### src/rtl/nvdla_csb_initiator_if.sv
// Host command/completion and CSB request/response bundle for the CSB initiator.
// master = the initiator itself; slave = the host plus the glb target, as seen from the bench.
interface nvdla_csb_initiator_if;
  logic        cmd_valid;
  logic        cmd_ready;
  logic [21:0] cmd_addr;
  logic [31:0] cmd_wdat;
  logic        cmd_write;
  logic        cmd_nposted;
  logic        csb2glb_req_pvld;
  logic        csb2glb_req_prdy;
  logic [62:0] csb2glb_req_pd;
  logic        glb2csb_resp_valid;
  logic [33:0] glb2csb_resp_pd;
  logic        rsp_valid;
  logic        rsp_ready;
  logic [31:0] rsp_rdat;
  logic        rsp_error;
  logic        rsp_timeout;
  logic        proto_err;

  modport master (
    input  cmd_valid, cmd_addr, cmd_wdat, cmd_write, cmd_nposted,
    input  csb2glb_req_prdy, glb2csb_resp_valid, glb2csb_resp_pd, rsp_ready,
    output cmd_ready, csb2glb_req_pvld, csb2glb_req_pd,
    output rsp_valid, rsp_rdat, rsp_error, rsp_timeout, proto_err
  );

  modport slave (
    output cmd_valid, cmd_addr, cmd_wdat, cmd_write, cmd_nposted,
    output csb2glb_req_prdy, glb2csb_resp_valid, glb2csb_resp_pd, rsp_ready,
    input  cmd_ready, csb2glb_req_pvld, csb2glb_req_pd,
    input  rsp_valid, rsp_rdat, rsp_error, rsp_timeout, proto_err
  );
endinterface

### src/rtl/nvdla_csb_initiator.sv
// Single-outstanding CSB master: host command -> csb2glb_req packet, glb2csb_resp -> host completion,
// with response timeout and sticky protocol-error detection.
module nvdla_csb_initiator #(
  parameter int TIMEOUT_CYCLES = 1024,
  parameter int TO_W           = 16
) (
  input  logic                    nvdla_core_clk,
  input  logic                    nvdla_core_rst,
  nvdla_csb_initiator_if.master   bus
);

  typedef struct packed {
    logic [1:0]  level;
    logic [3:0]  wrbe;
    logic        srcpriv;
    logic        nposted;
    logic        write;
    logic [31:0] wdat;
    logic [21:0] addr;
  } csb_req_t;

  typedef struct packed {
    logic        typ;
    logic        err;
    logic [31:0] dat;
  } csb_resp_t;

  typedef enum logic [1:0] {IDLE, REQ, WAIT_RSP, DONE} state_t;

  localparam bit            TO_EN   = (TIMEOUT_CYCLES != 0);
  localparam logic [TO_W-1:0] TO_LAST = TO_W'(TIMEOUT_CYCLES - 1);

  state_t          state, state_nxt;
  csb_req_t        req;
  csb_resp_t       resp;
  logic [TO_W-1:0] to_cnt;
  logic [31:0]     rdat_q;
  logic            err_q, to_q, perr_q;
  logic            accept, to_hit, type_ok;

  // cmd_ready is gated by reset so it reads 0 while reset is held
  assign bus.cmd_ready        = (state == IDLE) && !nvdla_core_rst;
  assign bus.csb2glb_req_pvld = (state == REQ);
  assign bus.csb2glb_req_pd   = req;
  assign bus.rsp_valid        = (state == DONE);
  assign bus.rsp_rdat         = rdat_q;
  assign bus.rsp_error        = err_q;
  assign bus.rsp_timeout      = to_q;
  assign bus.proto_err        = perr_q;

  assign resp    = bus.glb2csb_resp_pd;
  assign accept  = bus.cmd_valid && bus.cmd_ready;
  assign to_hit  = TO_EN && (to_cnt == TO_LAST);
  assign type_ok = (resp.typ == req.write);

  always_comb begin
    state_nxt = state;
    unique case (state)
      IDLE:     if (accept) state_nxt = REQ;
      REQ:      if (bus.csb2glb_req_prdy)
                  state_nxt = (req.write && !req.nposted) ? DONE : WAIT_RSP;
      WAIT_RSP: if (bus.glb2csb_resp_valid || to_hit) state_nxt = DONE;
      DONE:     if (bus.rsp_ready) state_nxt = IDLE;
      default:  state_nxt = IDLE;
    endcase
  end

  always_ff @(posedge nvdla_core_clk) begin
    if (nvdla_core_rst) begin
      state  <= IDLE;
      req    <= '0;
      to_cnt <= '0;
      rdat_q <= '0;
      err_q  <= 1'b0;
      to_q   <= 1'b0;
      perr_q <= 1'b0;
    end else begin
      state <= state_nxt;
      if (accept) begin
        req.level   <= 2'b00;
        req.wrbe    <= 4'hF;
        req.srcpriv <= 1'b0;
        req.nposted <= bus.cmd_write & bus.cmd_nposted;
        req.write   <= bus.cmd_write;
        req.wdat    <= bus.cmd_write ? bus.cmd_wdat : 32'h0;
        req.addr    <= bus.cmd_addr;
      end
      // a response is only legal while waiting; anywhere else it is flagged and dropped
      if (bus.glb2csb_resp_valid && state != WAIT_RSP) perr_q <= 1'b1;
      unique case (state)
        REQ: if (bus.csb2glb_req_prdy) begin
          to_cnt <= '0;
          rdat_q <= '0;
          err_q  <= 1'b0;
          to_q   <= 1'b0;
        end
        WAIT_RSP: begin
          if (bus.glb2csb_resp_valid) begin
            if (type_ok) begin
              rdat_q <= req.write ? 32'h0 : resp.dat;
              err_q  <= resp.err;
            end else begin
              perr_q <= 1'b1;
              rdat_q <= '0;
              err_q  <= 1'b1;
            end
          end else if (to_hit) begin
            to_q   <= 1'b1;
            err_q  <= 1'b1;
            rdat_q <= '0;
          end else begin
            to_cnt <= to_cnt + TO_W'(1);
          end
        end
        DONE: if (bus.rsp_ready) begin
          rdat_q <= '0;
          err_q  <= 1'b0;
          to_q   <= 1'b0;
        end
        default: ;
      endcase
    end
  end

endmodule

### src/flat_wrapper.sv
// flat-port wrapper written by rule: the top's interface ports become plain ports
module nvdla_csb_initiator_flat 
#(
  parameter int TIMEOUT_CYCLES = 1024,
  parameter int TO_W           = 16
)
  (nvdla_core_clk, nvdla_core_rst, bus_cmd_valid, bus_cmd_addr, bus_cmd_wdat, bus_cmd_write, bus_cmd_nposted, bus_csb2glb_req_prdy, bus_glb2csb_resp_valid, bus_glb2csb_resp_pd, bus_rsp_ready, bus_cmd_ready, bus_csb2glb_req_pvld, bus_csb2glb_req_pd, bus_rsp_valid, bus_rsp_rdat, bus_rsp_error, bus_rsp_timeout, bus_proto_err);
  nvdla_csb_initiator_if bus_i ();
  input  logic nvdla_core_clk;
  input  logic nvdla_core_rst;
  input wire logic [$bits(bus_i.cmd_valid)-1:0] bus_cmd_valid;
  input wire logic [$bits(bus_i.cmd_addr)-1:0] bus_cmd_addr;
  input wire logic [$bits(bus_i.cmd_wdat)-1:0] bus_cmd_wdat;
  input wire logic [$bits(bus_i.cmd_write)-1:0] bus_cmd_write;
  input wire logic [$bits(bus_i.cmd_nposted)-1:0] bus_cmd_nposted;
  input wire logic [$bits(bus_i.csb2glb_req_prdy)-1:0] bus_csb2glb_req_prdy;
  input wire logic [$bits(bus_i.glb2csb_resp_valid)-1:0] bus_glb2csb_resp_valid;
  input wire logic [$bits(bus_i.glb2csb_resp_pd)-1:0] bus_glb2csb_resp_pd;
  input wire logic [$bits(bus_i.rsp_ready)-1:0] bus_rsp_ready;
  output wire logic [$bits(bus_i.cmd_ready)-1:0] bus_cmd_ready;
  output wire logic [$bits(bus_i.csb2glb_req_pvld)-1:0] bus_csb2glb_req_pvld;
  output wire logic [$bits(bus_i.csb2glb_req_pd)-1:0] bus_csb2glb_req_pd;
  output wire logic [$bits(bus_i.rsp_valid)-1:0] bus_rsp_valid;
  output wire logic [$bits(bus_i.rsp_rdat)-1:0] bus_rsp_rdat;
  output wire logic [$bits(bus_i.rsp_error)-1:0] bus_rsp_error;
  output wire logic [$bits(bus_i.rsp_timeout)-1:0] bus_rsp_timeout;
  output wire logic [$bits(bus_i.proto_err)-1:0] bus_proto_err;
  assign bus_i.cmd_valid = bus_cmd_valid;
  assign bus_i.cmd_addr = bus_cmd_addr;
  assign bus_i.cmd_wdat = bus_cmd_wdat;
  assign bus_i.cmd_write = bus_cmd_write;
  assign bus_i.cmd_nposted = bus_cmd_nposted;
  assign bus_i.csb2glb_req_prdy = bus_csb2glb_req_prdy;
  assign bus_i.glb2csb_resp_valid = bus_glb2csb_resp_valid;
  assign bus_i.glb2csb_resp_pd = bus_glb2csb_resp_pd;
  assign bus_i.rsp_ready = bus_rsp_ready;
  assign bus_cmd_ready = bus_i.cmd_ready;
  assign bus_csb2glb_req_pvld = bus_i.csb2glb_req_pvld;
  assign bus_csb2glb_req_pd = bus_i.csb2glb_req_pd;
  assign bus_rsp_valid = bus_i.rsp_valid;
  assign bus_rsp_rdat = bus_i.rsp_rdat;
  assign bus_rsp_error = bus_i.rsp_error;
  assign bus_rsp_timeout = bus_i.rsp_timeout;
  assign bus_proto_err = bus_i.proto_err;
  nvdla_csb_initiator #(.TIMEOUT_CYCLES(TIMEOUT_CYCLES), .TO_W(TO_W)) u_core (.nvdla_core_clk(nvdla_core_clk), .nvdla_core_rst(nvdla_core_rst), .bus(bus_i));
endmodule
### config.mk
export PLATFORM = sky130hd
export DESIGN_NAME = nvdla_csb_initiator_flat
export DESIGN_NICKNAME = d
export VERILOG_FILES = /design/src/rtl/nvdla_csb_initiator_if.sv /design/src/rtl/nvdla_csb_initiator.sv /design/src/flat_wrapper.sv
export SDC_FILE = /design/constraint.sdc
export NUM_CORES = 1
export LEC_CHECK = 0
export CORE_UTILIZATION = 43
export CTS_CLUSTER_SIZE = 28
export DETAILED_ROUTE_END_ITERATION = 6
export HOLD_SLACK_MARGIN = 0.03
export PLACE_DENSITY = 0.92
export SLEW_MARGIN = 20
export SYNTH_ARGS = -nofsm -noshare
export SYNTH_HDL_FRONTEND = slang
export SYNTH_SLANG_ARGS = --single-unit
### constraint.sdc
create_clock -name nvdla_core_clk -period 2.5 [get_ports nvdla_core_clk]
set_input_delay 0.375 -clock nvdla_core_clk [delete_from_list [all_inputs] [get_ports nvdla_core_clk]]
set_output_delay 0.375 -clock nvdla_core_clk [all_outputs]
set_load 0.02 [all_outputs]
**Word-level counts from Yosys, hierarchy flattened**

Index checks and enable logic that the tools add are counted.

- Add/subtract/negate cells: 1
- Reduce and logical (&&, ||, !) cells: 14
- Bitwise operators: 1
- Muxes and demuxes: 30
- Equality and inequality tests: 14

Operators with widths:

| kind | number |
|---|---|
| 32-bit 2-to-1 mux | 7 |
| 32-bit case mux with 3 select lines | 1 |
| 16-bit 2-to-1 mux | 3 |
| 16-bit case mux with 2 select lines | 1 |
| 16-bit by 1-bit adder with 16-bit output, second input constant | 1 |
| 16-bit by 10-bit equality test with 1-bit output, second input constant | 1 |
| 4-bit AND reduction | 3 |
| 1-bit 2-to-1 mux | 11 |
| 2-bit inequality test, second input constant | 5 |
| 2-bit 2-to-1 mux | 4 |
| 2-bit case mux with 4 select lines | 1 |
| 2-bit by 1-bit inequality test with 1-bit output, second input constant | 3 |
| 1-bit case mux with 3 select lines | 2 |
| 5-bit AND reduction | 1 |
| 2-bit equality test, second input constant | 2 |
| 1-bit logical AND | 4 |
| 3-bit by 2-bit inequality test with 1-bit output, second input constant | 1 |
| 3-bit nonzero test | 1 |
| 2-bit by 1-bit equality test with 1-bit output, second input constant | 1 |
| 1-bit logical NOT | 2 |
| 2-bit logical NOT | 1 |
| 2-bit nonzero test | 1 |
| 1-bit bitwise AND | 1 |
| 1-bit equality test | 1 |
| 1-bit logical OR | 1 |

- Output and inout port bits: 101
- Flip-flop bits (word level): 110
- Word-level logic and storage cells: 71
- Input bits: 96

**Longest topological paths before layout**

Gate-level depths: netlist of run 1.

- Word-level depth: 6
- Gate-level depth with buffers: 9

**Worst setup path before layout of run 1**

No wires, ideal clock.

- Path type: register to register
- Start point: register u_core.to_cnt[0]
- End point: register u_core.rdat_q[0] (netlist: u_core.bus.rsp_rdat[0])
- Required time: 2.380 ns
- Slack: 0.299 ns
- Buffers on the path: 2
- Setup time: 0.120 ns
- Arrival time: 2.081 ns
- Stages on the path, launching flop included: 8
- Cell sequence: dfxtp_1 > ha_1 > clkbuf_1 > or3b_2 > nor4_4 > o21ai_4 > buf_6 > mux2i_1

- Cells in the longest elaborated chain, start to end: 3

Ends and longest elaborated chain:

| element | line | RTL |
|---|---|---|
| start, declared | nvdla_csb_initiator.sv:36 | `logic [TO_W-1:0] to_cnt;` |
| start signal, assigned | nvdla_csb_initiator.sv:112 | `to_cnt <= to_cnt + TO_W'(1);` |
| 16-bit by 10-bit equality test with 1-bit output | nvdla_csb_initiator.sv:53 | `assign to_hit = TO_EN && (to_cnt == TO_LAST);` |
| 3-bit by 2-bit inequality test with 1-bit output (no source line) | -- |  |
| 4-bit AND reduction (no source line) | -- |  |
| end signal, assigned | nvdla_csb_initiator.sv:100 | `rdat_q <= req.write ? 32'h0 : resp.dat;` |
| end, declared | nvdla_csb_initiator.sv:37 | `logic [31:0] rdat_q;` |

No other way between the ends.
A chain may end at the register's enable or synchronous reset.

**Worst setup path in the final report of run 1**

- Start point: register u_core.state[0]
- End point: output bus_cmd_ready

- Cells in the longest elaborated chain, start to end: 2

Ends and longest elaborated chain:

| element | line | RTL |
|---|---|---|
| start, declared | nvdla_csb_initiator.sv:33 | `state_t state, state_nxt;` |
| start signal, assigned | nvdla_csb_initiator.sv:78 | `state <= state_nxt;` |
| 2-bit logical NOT | nvdla_csb_initiator.sv:42 | `assign bus.cmd_ready = (state == IDLE) && !nvdla_core_rst;` |
| 1-bit logical AND | nvdla_csb_initiator.sv:42 |  |
| end, declared | flat_wrapper.sv:20 | `output wire logic [$bits(bus_i.cmd_ready)-1:0] bus_cmd_ready;` |

No other way between the ends.

==> results.cfg, run 1 <==
[status]
status = completed

[synthesis]
synth_area_leaders = dfxtp_1 47%, nand2_1 13%, mux2i_1 7.3%
synth_area_leader_cell = dfxtp_1
seq_area_frac_synth_pct = 47.0
synth_adder_area_share_pct = 1.34
synth_edf_count = 0
ys.flop_type = dfxtp_1
synth_mux_area_share_pct = 7.26
yosysTopAreaCellShare_pct = 47.0
yosysWarnings = 0
synth_top_family_by_area = simple AND/OR/NAND/NOR gates
synth_cell_types = 54
syn_inst = 564
ys_seq_elements = 110
syn_avg_cell_area_sq_um = 8.31
synth_compound_area_share_pct = 14.0
async_flop_share_pct = 0
synth_most_common_cell = nand2_1
synthTopCellsByCount = 156 x nand2_1, 110 x dfxtp_1, 42 x nand3_1
yosys.area_share.simple_pct = 24.5
syn-cell-area_sq_um = 4680
synth-xor-area-share_pct = 0.187

[setup_path]
timing.rr.end = u_core.to_cnt[12]$_SDFFE_PP0P_
cp_cell_sequence = inv_1 > ha_1 > nor2b_1 > clkdlybuf4s50_1
slowest_stage = clkdlybuf4s50_1
crit_path_end_kind = primary output
cp.required_ns = 2.12
rrSetupSlack_ns = 0.23
critical_path_arrival_ns = 1.97
rr_startpoint = u_core.state[1]$_SDFFE_PP0P_
reg2reg_depth = 6
path_class = register to primary output
start_kind = register
cpPeakStageDelay_ns = 0.66
critPathMaxFanout = 4

[clock_tree]
clockRootBuffer = clkbuf_8
ctsLongestPathBuffers = 2
postCtsHoldBufs = 0
htreeDepth = 3
cts.sinks = 110
cts_tree = done
ctsResizeCount = 0
cts_buffers = 9
post_cts_buffers = 0
clk_latency_ns = 0.37
path_clk_slew_ns = 0.10

[detailed_routing]
ant_nets = 0
drt-total-wl_um = 14000
vias = 4723
firstDrtPassIters = 4
vias_per_cell = 5.37
wire_per_inst_um = 15.9
drc = 0
initialDrtViolationCount = 287

[die]
die_w_um = 106
start_util_pct = 44.8
io_pins = 197
die_area_sq_um = 11300
coreArea_sq_um = 10500
num_rows = 37
die_h_um = 106

[power]
power_mw = 4.98
irDropWorstVdd_v = 0.000470
power_per_cell_area_nw_per_um2 = 720
p_leak_nw = 2.49

[timing]
hold_viol_final = 0
skew_ns = 0.0166
slew_headroom_pct = 62.4
whs_ns = 0.457
min_period_over_period_pct = 93.8
fmax_mhz = 426
worst_pin_slew_ns = 0.559
maxSlewViolCount = 0
period_needed_ns = 2.35
setup_viol_count_final = 0
fin_tns_setup_ns = 0
rsz0062_at_grt = false

[global_routing]
met3_usage_pct = 6.07
use_met1_pct = 29.3
grt_pass1_wl_um = 22000
antenna_found_initial = 0
met2_usage_pct = 42.6
grt-ovfl-total = 0
grt_pass1_vias = 4556
busiest_layer = met2
grt_usage_pct = 24.3
grt_max_degree = 52

[finish]
nFillCells = 865
n_antenna_cell = 0
num-nets-final = 840
fin_cells = 880
drive_above_1_share_pct = 6.05
area_delta_synth_final_pct = 47.6
final_area_sq_um = 6920

[place]
gp_congestion = 0.870
numPortBuffers = 193
dp_hpwl_um = 10200
place_area_sq_um = 6730
post-place-cells = 864

[run]
cap_violations = 0

[worst_hold_path]
hold_end = u_core.bus.csb2glb_req_pd[49]$_SDFFE_PP0P_
min_path_cells = 2
hp-class = register to register
hold_start = u_core.bus.csb2glb_req_pd[49]$_SDFFE_PP0P_
[state kept, by name, summed over array words and instances (netlist names)]
name,cells
u_core.bus.csb2glb_req_pd,57
u_core.bus.rsp_rdat,32
u_core.to_cnt,16
u_core.state,2
u_core.bus.proto_err,1
u_core.bus.rsp_error,1
u_core.bus.rsp_timeout,1
[cell type report]
type / count / area, sq um / share of cell area [%]
clock buffers: 9 / 124 / 1.79
clock inverters: 7 / 63.8 / 0.923
inverters: 9 / 33.8 / 0.488
multi-input cells: 398 / 2240 / 32.3
flip-flops and latches: 110 / 2200 / 31.8
well taps: 136 / 170 / 2.46
repair buffers: 211 / 2090 / 30.2
[metal layers]
metal / wire (um) / vias up
li1: - / 2289
met1: 5860 / 2216
met2: 6920 / 196
met3: 980 / 22
met4: 225 / 0
met5: 0 / -
[worst max path at each step]
stage / from / endpoint / cells past startpoint
6_report: u_core.state[0]$_SDFFE_PP0P_ / bus_cmd_ready / 4
5_1_grt: u_core.state[1]$_SDFFE_PP0P_ / bus_cmd_ready / 4
4_1_cts: u_core.state[1]$_SDFFE_PP0P_ / bus_cmd_ready / 4
3_5_place_dp: bus_csb2glb_req_prdy / u_core.to_cnt[10]$_SDFFE_PP0P_ / 5
3_3_place_gp: bus_csb2glb_req_prdy / u_core.to_cnt[14]$_SDFFE_PP0P_ / 5
2_1_floorplan: u_core.to_cnt[0]$_SDFFE_PP0P_ / u_core.bus.rsp_rdat[0]$_SDFFE_PP0P_ / 7
[worst max-delay path, delay by kind of cell, from the launching register on]
family	cells	cell delay, ns
fa+ha+maj	1	0.25
buf+inv	2	0.76
flops	1	0.37
simple gates	1	0.23
[metrics by stage]
step	util [%]	setup WS, ns
after floorplan	-	0.299
after global placement	64.3	0.258
after detailed placement	64.3	0.211
after CTS	66.1	0.146
after global routing	66.1	0.0138
final	66.1	0.155
[power by group]
part / switching [mW] / internal, mW / total [mW]
registers: 0.0928 / 1.90 / 1.99
logic: 1.09 / 0.862 / 1.95
clock network: 0.652 / 0.388 / 1.04
total: 1.83 / 3.15 / 4.98
[cells by family (layout without fill, tap and decap cells)]
| kind of cell | count (synthesis) | after routing |
|---|---|---|
| AO/OA/AOI/OAI | 104 | 104 |
| flip-flops | 110 | 110 |
| multiplexers | 34 | 34 |
| AND/OR/NAND/NOR | 251 | 251 |
| XOR/XNOR | 1 | 1 |
| adder cells (fa/ha/maj) | 5 | 5 |
| buffers and inverters | 58 | 236 |
| other | 1 | 3 |
[cells in the final DEF, fill, tap and decap left out, drive strengths merged, types with 2 or more instances in the layout]
master	n
clkdlybuf4s50	192
nand2	156
dfxtp	110
nand3	42
a21oi	37
mux2i	34
o21ai	26
buf	19
inv	12
clkbuf	9
or4	9
a31oi	8
a211oi	7
nor2	7
nor4	7
nand4	6
ha	5
nand2b	4
nor3	4
o211ai	4
nor2b	3
nand3b	3
and4	3
and3	3
conb	3
o311ai	3
clkinv	3
o31ai	2
a21o	2
a22o	2
and2	2
a2111oi	2
Power figures use the tool's default switching activity.
==> run 2, diff against run 1 <==
--- a/config.mk
+++ b/config.mk
@@ -5,11 +5,12 @@
 export SDC_FILE = /design/constraint.sdc
 export NUM_CORES = 1
 export LEC_CHECK = 0
-export CORE_UTILIZATION = 43
+export ABC_AREA = 1
+export CORE_UTILIZATION = 39
 export CTS_CLUSTER_SIZE = 28
 export DETAILED_ROUTE_END_ITERATION = 6
 export HOLD_SLACK_MARGIN = 0.03
-export PLACE_DENSITY = 0.92
+export PLACE_DENSITY = 0.87
 export SLEW_MARGIN = 20
 export SYNTH_ARGS = -nofsm -noshare
 export SYNTH_HDL_FRONTEND = slang
==> constraint.sdc (replaced) <==
create_clock -name nvdla_core_clk -period 2.15 [get_ports nvdla_core_clk]
set_input_delay 0.3225 -clock nvdla_core_clk [delete_from_list [all_inputs] [get_ports nvdla_core_clk]]
set_output_delay 0.3225 -clock nvdla_core_clk [all_outputs]
set_load 0.02 [all_outputs]
==> run 2 against run 1 <==
- die area grew 16%
- non-clock buffer count increased by 3
- hold slack worse by 0.052 ns
- via count is 9.6% higher
- wire length down 1.6%
- combinational power increased by 76%
- clock skew is 0.011 ns lower
- sequential share of layout area fell by 1.7 points
- cell area increased by 5.6%
- clock power up 47%
- largest power group is now combinational logic
==> results.cfg, run 2 <==
[status]
status = completed

[synthesis]
ys_seq_elements = 110
yosysWarnings = 0
synthTopCellsByCount = 250 x nand2_1, 110 x dfxtp_1, 79 x a21oi_1
ys.flop_type = dfxtp_1
synth_edf_count = 0
async_flop_share_pct = 0
syn_inst = 726
syn_avg_cell_area_sq_um = 6.82
synth_area_leader_cell = dfxtp_1
yosysTopAreaCellShare_pct = 44.5
synth_cell_types = 29
synth_area_leaders = dfxtp_1 44%, nand2_1 19%, a21oi_1 8.0%
synth_most_common_cell = nand2_1
syn-cell-area_sq_um = 4950
seq_area_frac_synth_pct = 44.5

[setup_path]
rrSetupSlack_ns = 0.25
start_kind = register
crit_path_end_kind = primary output
reg2reg_depth = 8
cp.required_ns = 1.83
critPathMaxFanout = 4
crit_end = bus_csb2glb_req_pvld
critical_path_arrival_ns = 1.61
crit_start = u_core.state[1]$_SDFFE_PP0P_
path_class = register to primary output
rr_startpoint = u_core.state[1]$_SDFFE_PP0P_
timing.rr.end = u_core.bus.rsp_rdat[18]$_SDFFE_PP0P_

[worst_hold_path]
hp-class = input pin to register
hold_start = nvdla_core_rst

[timing]
setup_viol_count_final = 0
period_needed_ns = 1.93
fmax_mhz = 519
whs_ns = 0.404
maxSlewViolCount = 0
rsz0062_at_grt = false
worst_pin_slew_ns = 0.518
min_period_over_period_pct = 89.7
skew_ns = 0.00581
hold_viol_final = 0
slew_headroom_pct = 65.4
fin_tns_setup_ns = 0

[detailed_routing]
ant_nets = 0
wire_per_inst_um = 12.8
drt-total-wl_um = 13800
vias_per_cell = 4.82
drc = 0
firstDrtPassIters = 5
vias = 5177
initialDrtViolationCount = 341

[die]
die_h_um = 115
die_area_sq_um = 13100
coreArea_sq_um = 12200
io_pins = 197
start_util_pct = 40.5
die_w_um = 115
num_rows = 40

[clock_tree]
path_clk_slew_ns = 0.07
ctsLongestPathBuffers = 2
clk_latency_ns = 0.35
cts_tree = done
htreeDepth = 3
cts_buffers = 9
clockRootBuffer = clkbuf_16
cts.sinks = 110

[place]
numPortBuffers = 193
gp_congestion = 0.859
dp_hpwl_um = 9870
place_area_sq_um = 7040

[finish]
final_area_sq_um = 7300
drive_above_1_share_pct = 5.51
n_antenna_cell = 0
multiInputGateArea_sq_um = 2300
final_core_utilization_pct = 59.8
regArea_sq_um = 2200
num-nets-final = 1004
largest_register_ffs = 57
layout_common_cells = 250 x nand2_1, 191 x clkdlybuf4s50_1, 110 x dfxtp_1, 79 x a21oi_1, 77 x nor2_1
layout_commonest_cell = nand2_1
area_delta_synth_final_pct = 47.5
nFillCells = 1104

[power]
power_mw = 7.67
power_per_cell_area_nw_per_um2 = 1050
irDropWorstVdd_v = 0.000581
p_leak_nw = 2.89

[global_routing]
grt_max_degree = 59
grt_pass1_wl_um = 22100
grt-ovfl-total = 0
grt_pass1_vias = 4773
grt_usage_pct = 21.2
antenna_found_initial = 0

[run]
cap_violations = 0
## run 2: cell count changes after synthesis, sizes merged, moves of 34 or more
cell   delta
inv      +40
a21oi    +42
nand2    +97
nor2     +73
mux2i    -34
nand3    +34
## run 2: layout make-up
| cell class | instances | area share (%) |
|---|---|---|
| Multi-Input combinational cell | 519 | 31.6 |
| Sequential cell | 110 | 30.2 |
| Clock inverter | 3 | 0.291 |
| Timing Repair Buffer | 214 | 29.2 |
| Inverter | 49 | 2.52 |
| Tap cell | 168 | 2.88 |
| Clock buffer | 12 | 3.38 |
## run 2: worst min path at each step
stage | endpoint | slack, ns | cells after the start
finish | u_core.state[0]$_SDFFE_PP0P_ | 0.40 | 3
global route | u_core.state[0]$_SDFFE_PP0P_ | 0.42 | 3
CTS | u_core.bus.rsp_rdat[1]$_SDFFE_PP0P_ | 0.40 | 3
detailed placement | u_core.bus.rsp_rdat[6]$_SDFFE_PP0P_ | 0.45 | 2
global placement | u_core.bus.csb2glb_req_pd[47]$_SDFFE_PP0P_ | 0.45 | 2
floorplan | u_core.bus.csb2glb_req_pd[11]$_SDFFE_PP0P_ | 0.43 | 2
## run 2: logic make-up (layout without fill, tap and decap cells)
group / count (synthesis) / after routing / share of synthesized area [%]
simple gates: 424 / 424 / 35.9
compound gates: 86 / 86 / 8.82
flops: 110 / 110 / 44.5
fa+ha+maj: 5 / 5 / 1.26
xor+xnor: 1 / 1 / 0.177
buf+inv: 99 / 278 / 9.27
other cells: 1 / 3 / 0.0757
## run 2: power by group
group          switching, mW  internal, mW  total, mW  leakage, nW
Clock                  0.720         0.813       1.53        0.129
Combinational           1.93          1.52       3.44         1.86
Sequential             0.241          2.45       2.69        0.898
Total                   2.89          4.78       7.67         2.89
## run 2: worst max-delay path: stages, from the launching register on
cell and delay [ns]:
dfxtp_1 0.34, inv_1 0.08, ha_1 0.20, clkdlybuf4s50_1 0.63
## run 2: what timing repair did
item,in CTS,in global routing
setup buffers,0,0
resized for setup,1,0
hold buffers,0,0
endpoints found under the setup margin,1,0
## run 2: stage by stage
stage                     worst slack, ns  std cells
after floorplan                     0.402        728
after global placement              0.288       1060
after detailed placement            0.232       1060
after CTS                           0.198       1075
after global routing               0.0400       1075
final                               0.222       1075
## run 2: layer usage
metal,vias to the layer above,part of all wire (%),GRT usage (%)
met5,-,0,0
met4,0,1.4,6.23
met3,18,8.7,7.68
met2,183,48,35.6
met1,2337,42,25.4
li1,2639,-,-
